==> src/rtl/pipe_stage_buf.sv <==
// Two-entry valid/ready skid buffer between pipeline stages. It carries a data payload and a
// control vector, and supports flush plus masked kill of the incoming or the held head entry.
module pipe_stage_buf #(
    parameter int unsigned DATA_W = 128,
    parameter int unsigned CTRL_W = 16,
    parameter logic [CTRL_W-1:0] KILL_MASK = 16'h0001
) (
    input  logic              clk,
    input  logic              reset,
    input  logic              in_valid,
    output logic              in_ready,
    input  logic [DATA_W-1:0] in_data,
    input  logic [CTRL_W-1:0] in_ctrl,
    input  logic              in_kill,
    input  logic              kill_head,
    input  logic              flush,
    output logic              out_valid,
    input  logic              out_ready,
    output logic [DATA_W-1:0] out_data,
    output logic [CTRL_W-1:0] out_ctrl,
    output logic [1:0]        count
);

    logic [1:0]        count_q, count_d;
    logic [DATA_W-1:0] h_data_q, h_data_d, s_data_q, s_data_d;
    logic [CTRL_W-1:0] h_ctrl_q, h_ctrl_d, s_ctrl_q, s_ctrl_d;

    logic              acc, pop;
    logic [CTRL_W-1:0] cin, h_ctrl_kept;

    // Handshake flags come from registered occupancy only, so in_ready never sees out_ready.
    assign in_ready  = (count_q != 2'd2);
    assign out_valid = (count_q != 2'd0);
    assign out_data  = h_data_q;
    assign out_ctrl  = h_ctrl_q;
    assign count     = count_q;

    assign acc         = in_valid & in_ready;
    assign pop         = out_valid & out_ready;
    assign cin         = in_ctrl & ~(in_kill ? KILL_MASK : '0);
    assign h_ctrl_kept = h_ctrl_q & ~(kill_head ? KILL_MASK : '0);

    always_comb begin
        count_d  = count_q;
        h_data_d = h_data_q;
        h_ctrl_d = h_ctrl_q;
        s_data_d = s_data_q;
        s_ctrl_d = s_ctrl_q;
        if (flush) begin
            count_d  = 2'd0;
            h_ctrl_d = '0;
            s_ctrl_d = '0;
        end else begin
            unique case (count_q)
                2'd0: begin
                    if (acc) begin
                        h_data_d = in_data;
                        h_ctrl_d = cin;
                        count_d  = 2'd1;
                    end
                end
                2'd1: begin
                    if (acc && pop) begin
                        h_data_d = in_data;
                        h_ctrl_d = cin;
                    end else if (acc) begin
                        s_data_d = in_data;
                        s_ctrl_d = cin;
                        h_ctrl_d = h_ctrl_kept;
                        count_d  = 2'd2;
                    end else if (pop) begin
                        h_ctrl_d = h_ctrl_kept;
                        count_d  = 2'd0;
                    end else begin
                        h_ctrl_d = h_ctrl_kept;
                    end
                end
                2'd2: begin
                    if (pop) begin
                        h_data_d = s_data_q;
                        h_ctrl_d = s_ctrl_q;
                        count_d  = 2'd1;
                    end else begin
                        h_ctrl_d = h_ctrl_kept;
                    end
                end
                default: count_d = 2'd0;
            endcase
        end
    end

    always_ff @(posedge clk or posedge reset) begin
        if (reset) begin
            count_q  <= 2'd0;
            h_data_q <= '0;
            h_ctrl_q <= '0;
            s_data_q <= '0;
            s_ctrl_q <= '0;
        end else begin
            count_q  <= count_d;
            h_data_q <= h_data_d;
            h_ctrl_q <= h_ctrl_d;
            s_data_q <= s_data_d;
            s_ctrl_q <= s_ctrl_d;
        end
    end

endmodule

==> config.mk <==
export PLATFORM = sky130hd
export DESIGN_NAME = pipe_stage_buf
export DESIGN_NICKNAME = d
export VERILOG_FILES = /design/src/rtl/pipe_stage_buf.sv
export SDC_FILE = /design/constraint.sdc
export NUM_CORES = 1
export LEC_CHECK = 0
export BUFFER_PORTS_ARGS = -buffer_cell sky130_fd_sc_hd__buf_2
export CAP_MARGIN = 15
export CORE_MARGIN = 2
export CORE_UTILIZATION = 40
export CTS_CLUSTER_SIZE = 12
export DETAILED_ROUTE_END_ITERATION = 16
export PLACE_DENSITY = 0.62
export SYNTH_ARGS = -nofsm -noshare
export SYNTH_HDL_FRONTEND = slang
export SYNTH_SLANG_ARGS = --single-unit
==> constraint.sdc <==
create_clock -name clk -period 11.5 [get_ports clk]
set_input_delay 0.575 -clock clk [delete_from_list [all_inputs] [get_ports clk]]
set_output_delay 0.575 -clock clk [all_outputs]
set_load 0.05 [all_outputs]
==> parameters.txt, run 1 <==
Parameter                              Value

Global routing
  Final global-route overflow total ... 0
  Via count of the first global-routing pass ... between 9000 and 10000
  Largest net degree at the start of global routing ... 153
  Initial antenna violation count ... 6
  First-pass GRT wire length ... approximately 52 mm
  Aggregate global-route resource usage ... 0.182

STA
  Share of the clock period used by the worst path ... 0.325
  Clock period minus worst slack ... approximately 3.7 ns
  Endpoints failing hold ... 0
  Total setup violations reported at the end of the flow ... 0
  Final-layout setup total negative slack ... 0 ns
  Slew @ Worst Pin ... 1.06 ns
  Final Max Tran Viols ... 0
  RSZ-0062 raised after global routing ... false
  Clock tree skew after final layout ... 0.00949 ns
  Headroom to the max-slew limit ... 0.288
  Fmax ... 0.267 GHz

Cells and area
  Post-layout nets ... between 1000 and 1500
  Register area ... a little over 0.007 mm2
  Post-route design area ... 0.0159 mm2
  Multi-input combinational cell area ... 0.00538 mm2
  Area delta synth->final ... 19.9%
  Share of cells above drive strength 1 ... 0.380
  # fillers ... 2935

Placement
  RD Place Congestion ... between 0.7 and 0.8
  Post-detailed-placement cell area ... approximately 0.015 mm2
  Half-perimeter wire length after detailed placement ... approximately 20 mm
  Port-buffer cells ... about 300

Clock tree
  Number of buffers created by CTS ... 34
  Clk_lat worst skew ... 0.49 ns
  CTS hold repair buffers ... 0
  Worst-path clk slew ... 0.06 ns
  Clock sink count ... 290
  Buffer type at the clock tree root ... clkbuf_16
  Gates resized, CTS repair ... 0
  H-tree depth ... 2
  TritonCTS clock tree ... yes
  Total setup buffers inserted after CTS ... 0
  Worst-case clock buffer depth ... 3

Floorplan
  Std cell rows ... 66
  Starting Density ... 0.408
  Height of the die ... 186 um
  Core ar. ... approximately 0.033 mm2
  Die area ... around 0.035 mm2
  Count of boundary I/O pins ... 299
  Die Wd ... approximately 190 um

Synthesis
  Net count of the mapped netlist ... 1184
  Syn Std Cell Area ... roughly 0.013 mm2
  Number of distinct library cell variants in the gate-level netlist after synthesis ... 39
  Average instance area after synthesis ... 12.9 um2
  Number of warning messages in the yosys log ... 0
  Number of enable flip-flop cells after synthesis ... 0
  Most frequently used flop master after synthesis ... dfrtp_1
  Share of the yosys chip area belonging to registers ... 0.546
  Synth Instances ... roughly 1000
  Number of register bits inferred by synthesis ... between 200 and 300
  Async SR Flop Fraction ... 1.00

Routing
  Vias/cell ... roughly 5.3
  Wire length reported by the detailed router ... 32.0 mm
  Number of vias after detailed routing ... ~9300
  Mean routed wirelength per cell ... roughly 18 um
  Routed Antenna Nets ... 0
  Pre-antenna DRT Iters ... 4
  Starting DRT DRC Count ... 507
  Drc violations ... 0

Critical path
  CP Max Fanout ... 57
  Crit start category ... flop
  Startpoint-to-endpoint class of the critical path ... flop to flop
  Critical Path Max Stage Delay ... just under 0.9 ns
  Crit-path slowest cell ... buf_4
  Cell family with most CP delay ... simple AND/OR/NAND/NOR gates
  Critical path depth ... 7
  Buffers & Inverters on Critical Path ... 2
  CP endpoint kind ... flop
  Register-to-Register Path Depth ... 7
  Worst EP arrival ... between 4 and 5 ns
  Crit-path cells ... inv_1, ha_4, nand3b_4, nand2b_4, nor2_8, buf_4, mux2_4
  Critical path required time ... between 10 and 15 ns

Power
  Worst vdd rail ir drop ... between 0.0001 and 0.00015 V
  Leakage component of the power ... between 6 and 7 nW
  Cell area power density ... 311 mW/mm2

Outcome
  Status ... completed

Flow run
  Max-cap check violation count ... 0

Hold path
  Path category of the worst min-delay check ... primary input to asynchronous set/reset pin
==> state kept, by name (all words and copies together), names as in the netlist <==
signal,flops
count,2
out_data,128
s_data_q,128
s_ctrl_q,16
out_ctrl,16
==> per-layer routing <==
metal,vias to the layer above,GRT usage,share of wire
met3,62,0.0525,0.069
met4,6,0.0566,0.024
met1,4613,0.253,0.46
met2,268,0.274,0.45
li1,4306,-,-
met5,-,0,0.0010
==> final timing paths <==
path | endpoint | start | slack (ns)
hold reg to reg | s_data_q[59]$_DFFE_PP0P_ | s_data_q[59]$_DFFE_PP0P_ | 0.48
hold / removal | out_data[51]$_DFFE_PP0P_ | reset | 0.26
max in group asynchronous | s_data_q[125]$_DFFE_PP0P_ | reset | 9.84
min in group clk | s_data_q[13]$_DFFE_PP0P_ | in_data[13] | 0.32
setup / recovery | s_data_q[20]$_DFFE_PP0P_ | count[0]$_DFFE_PP0P_ | 7.76
setup reg to reg | s_data_q[20]$_DFFE_PP0P_ | count[0]$_DFFE_PP0P_ | 7.76
==> area by class of cell <==
class / count / area share
antenna: 2 / 0.000314
sequential: 290 / 0.455
tap: 442 / 0.0347
multi-input combinational: 635 / 0.337
clock inverter: 5 / 0.00157
clock buffer: 55 / 0.0692
inverter: 6 / 0.00188
timing repair buffer: 309 / 0.0995
==> through the flow <==
step | setup WS (ns) | cells | hold slack [ns] | power (mW) | util
detailed placement | 7.69 | 1681 | 0.474 | 3.90 | 0.454
finish | 7.76 | 1744 | 0.257 | 4.95 | 0.489
floorplan | 2.92 | 1028 | 0.458 | 3.43 | -
CTS | 7.68 | 1741 | 0.294 | 4.99 | 0.488
global placement | 7.73 | 1681 | 0.466 | 3.86 | 0.454
global route | 7.49 | 1744 | 0.297 | 5.21 | 0.489
==> layout by cell type, fill, tap and decap left out, drive strengths merged, types with 4 or more instances in the layout <==
cell type,n
clkbuf,55
buf,309
a21oi,148
clkinv,5
a31oi,128
a22oi,15
nor2,7
ha,5
mux2i,128
mux2,130
dfrtp,290
nand2b,4
inv,6
o2bb2ai,16
nand2,33
==> logic make-up (layout without fill, tap and decap cells) <==
family          Yosys count  after routing  synth area share
compound gates          316            316             0.140
fa+ha+maj                 5              5           0.00471
buf+inv                 103            375            0.0518
flops                   290            290             0.546
mux                     258            258             0.235
other cells               0              2                 0
simple gates             56             56            0.0225
==> report_power, final <==
group / total (mW) / internal, mW / switching, mW
Combinational: 2.12 / 0.670 / 1.46
Clock: 1.07 / 0.654 / 0.411
Sequential: 1.76 / 1.50 / 0.263
Total: 4.95 / 2.82 / 2.13
==> cell usage after synthesis (3+ instances only) <==
library cell / instances / area share
dfrtp_1: 290 / 0.55
a21oi_1: 147 / 0.055
a31oi_1: 128 / 0.060
mux2i_1: 128 / 0.096
mux2_4: 100 / 0.11
clkbuf_1: 46 / 0.013
nand2_1: 33 / 0.0093
mux2_2: 21 / 0.018
buf_4: 19 / 0.011
buf_2: 17 / 0.0064
o2bb2ai_1: 16 / 0.011
a22oi_1: 15 / 0.0085
buf_12: 11 / 0.017
mux2_1: 9 / 0.0076
inv_1: 6 / 0.0017
nor2_1: 6 / 0.0017
ha_1: 5 / 0.0047
buf_6: 4 / 0.0034
nand2b_1: 3 / 0.0014
(Power assumes the default switching activity.)
==> run 2, diff against run 1 <==
Clock period 11.5 ns to 3.7 ns, I/O delays scaled along.
==> run 2 against run 1 <==
Effect of this change: utilization grew 4.9 points; sequential share of layout area shrank 4.1 points; clock-buffer cell count is 5 lower; design area increased by 10%; clock skew grew 0.0056 ns; sequential power increased to 3.1 times the previous value; via count rose by 6.3%; combinational power increased to 3.2 times the previous value; critical path depth unchanged; register-to-register slack got worse by 7.0 ns; worst setup slack lost 7.0 ns; critical path type unchanged; largest power group unchanged.
==> parameters.txt, run 2 (synthesis results as in run 1) <==
Parameter                              Value

Outcome
  Status ... completed

Routing
  Wire length reported by the detailed router ... between 30 and 40 mm
  Routed Antenna Nets ... 0
  Vias/cell ... a little over 5
  Number of vias after detailed routing ... between 9000 and 10000
  Drc violations ... 0
  Pre-antenna DRT Iters ... 4
  Mean routed wirelength per cell ... 17.5 um
  Starting DRT DRC Count ... between 500 and 600

Clock tree
  Worst-case clock buffer depth ... 3
  Clock sink count ... 290
  H-tree depth ... 1
  Number of buffers created by CTS ... 31
  TritonCTS clock tree ... yes
  Worst-path clk slew ... 0.06 ns
  Buffer type at the clock tree root ... clkbuf_16
  Total setup buffers inserted after CTS ... 0
  Gates resized, CTS repair ... 0
  Clk_lat worst skew ... 0.55 ns

STA
  Fmax ... roughly 0.35 GHz
  Clock period minus worst slack ... 2.90 ns
  Endpoints failing hold ... 0
  Headroom to the max-slew limit ... 0.293
  Crit path setup slack, layout ... roughly 0.8 ns
  Clock tree skew after final layout ... about 0.015 ns
  Final Max Tran Viols ... 0
  RSZ-0062 raised after global routing ... false
  Slew @ Worst Pin ... between 1 and 1.5 ns
  Share of the clock period used by the worst path ... 0.783
  WHS ... ~0.051 ns
  Total setup violations reported at the end of the flow ... 0

Critical path
  Buffers & Inverters on Critical Path ... 2
  CP endpoint kind ... flop
  Crit-path slowest cell ... a211o_4
  Cell family with most CP delay ... compound AO/OA/AOI/OAI gates
  Critical path required time ... about 4.2 ns
  Crit-path cells ... inv_1, ha_1, nor4b_1, a211o_4, buf_12, a21oi_1, a31oi_1
  Setup slack, reg-to-reg ... roughly 0.8 ns
  CP Max Fanout ... 152
  Crit start category ... flop
  Worst EP arrival ... about 3.4 ns
  Critical Path Max Stage Delay ... between 0.4 and 0.5 ns
  Startpoint-to-endpoint class of the critical path ... flop to flop

Power
  Cell area power density ... around 870 mW/mm2
  Total power ... between 15 and 20 mW
  Leakage component of the power ... 7.56 nW
  Worst vdd rail ir drop ... around 0.00055 V

Cells and area
  Leading cell type in the layout, fill and taps excluded ... buf_2
  Post-route design area ... 0.0175 mm2
  Share of cells above drive strength 1 ... 0.347
  Final Core Density ... 0.537
  Number of antenna cells inserted ... 0
  Post-layout nets ... around 1600
  Top library cells by usage in the layout, fill and taps aside ... buf_2 (298), dfrtp_1 (290), a21oi_1 (147), dlygate4sd3_1 (145)
  Area delta synth->final ... 31.9%

Floorplan
  Std cell rows ... 66
  Die Wd ... about 190 um
  Starting Density ... 0.408
  Height of the die ... around 190 um
  Count of boundary I/O pins ... between 200 and 300
  Die area ... 0.0347 mm2
  Core ar. ... approximately 0.033 mm2

Placement
  RD Place Congestion ... between 0.7 and 0.8
  Half-perimeter wire length after detailed placement ... between 20 and 25 mm
  Port-buffer cells ... roughly 300
  Post-detailed-placement cell area ... roughly 0.015 mm2
  Pre-CTS setup slack ... 0.895 ns

Global routing
  Largest net degree at the start of global routing ... approximately 150
  Via count of the first global-routing pass ... 10200
  Initial antenna violation count ... 0
  First-pass GRT wire length ... 55.2 mm
  Aggregate global-route resource usage ... 0.190
  Final global-route overflow total ... 0

Flow run
  Max-cap check violation count ... 0

Hold path
  Path category of the worst min-delay check ... primary input to flop
## run 2: changes by cell type in the layout (fill, tap and decap cells not counted), moves of 3 or more
cell           change
clkbuf_16          -6
dlygate4sd3_1    +145
clkbuf_1           +3
buf_4              +9
buf_12            +11
## run 2: metrics by stage
| stage | setup TNS, ns | std cells |
|---|---|---|
| after floorplan | -96.33 | 1028 |
| after global placement | 0 | 1702 |
| after detailed placement | 0 | 1702 |
| after CTS | 0 | 1902 |
| after global routing | 0 | 1902 |
| final | 0 | 1902 |
## run 2: worst reg2reg max path: stages (launching register included)
cell     delay, ns
dfrtp_1       0.45
inv_1         0.13
ha_1          0.30
nor4b_1       0.45
a211o_4       0.49
buf_12        0.45
a21oi_1       0.32
a31oi_1       0.21
## run 2: area by class of cell
| cell class | instances | area (um2) |
|---|---|---|
| inverter | 6 | 26.3 |
| tap | 442 | 553 |
| timing repair buffer | 474 | 3330 |
| clock inverter | 5 | 52.6 |
| sequential | 290 | 7260 |
| fill | 2789 | 15100 |
| multi-input combinational | 635 | 5380 |
| clock buffer | 50 | 937 |
## run 2: report_power, final
part / switching [mW] / total (mW) / internal (mW)
Combinational: 4.54 / 6.77 / 2.23
Sequential: 0.846 / 5.49 / 4.65
Clock: 1.23 / 3.01 / 1.78
## run 2: per-layer routing
layer / share of wire / vias to the layer above / GRT usage
met4: 0.030 / 0 / 0.0563
met1: 0.45 / 4833 / 0.255
met5: 0 / - / 0
li1: - / 4629 / -
met3: 0.059 / 66 / 0.0427
met2: 0.47 / 311 / 0.310
## run 2: path summary, 6_finish.rpt
kind | from | endpoint | cells past startpoint
min reg2reg | s_data_q[62]$_DFFE_PP0P_ | s_data_q[62]$_DFFE_PP0P_ | 1
max in group asynchronous | reset | s_data_q[42]$_DFFE_PP0P_ | 5
min in group asynchronous | reset | out_ctrl[13]$_DFFE_PP0P_ | 3
min | in_ctrl[0] | s_ctrl_q[0]$_DFFE_PP0P_ | 4
max reg2reg | count[1]$_DFFE_PP0P_ | out_data[29]$_DFFE_PP0P_ | 7
max | count[1]$_DFFE_PP0P_ | out_data[29]$_DFFE_PP0P_ | 7
## run 2: timing repair
action | in CTS | in global routing
hold endpoints to repair | 301 | 0
hold buffers | 145 | 0
setup endpoints to repair | 0 | 0
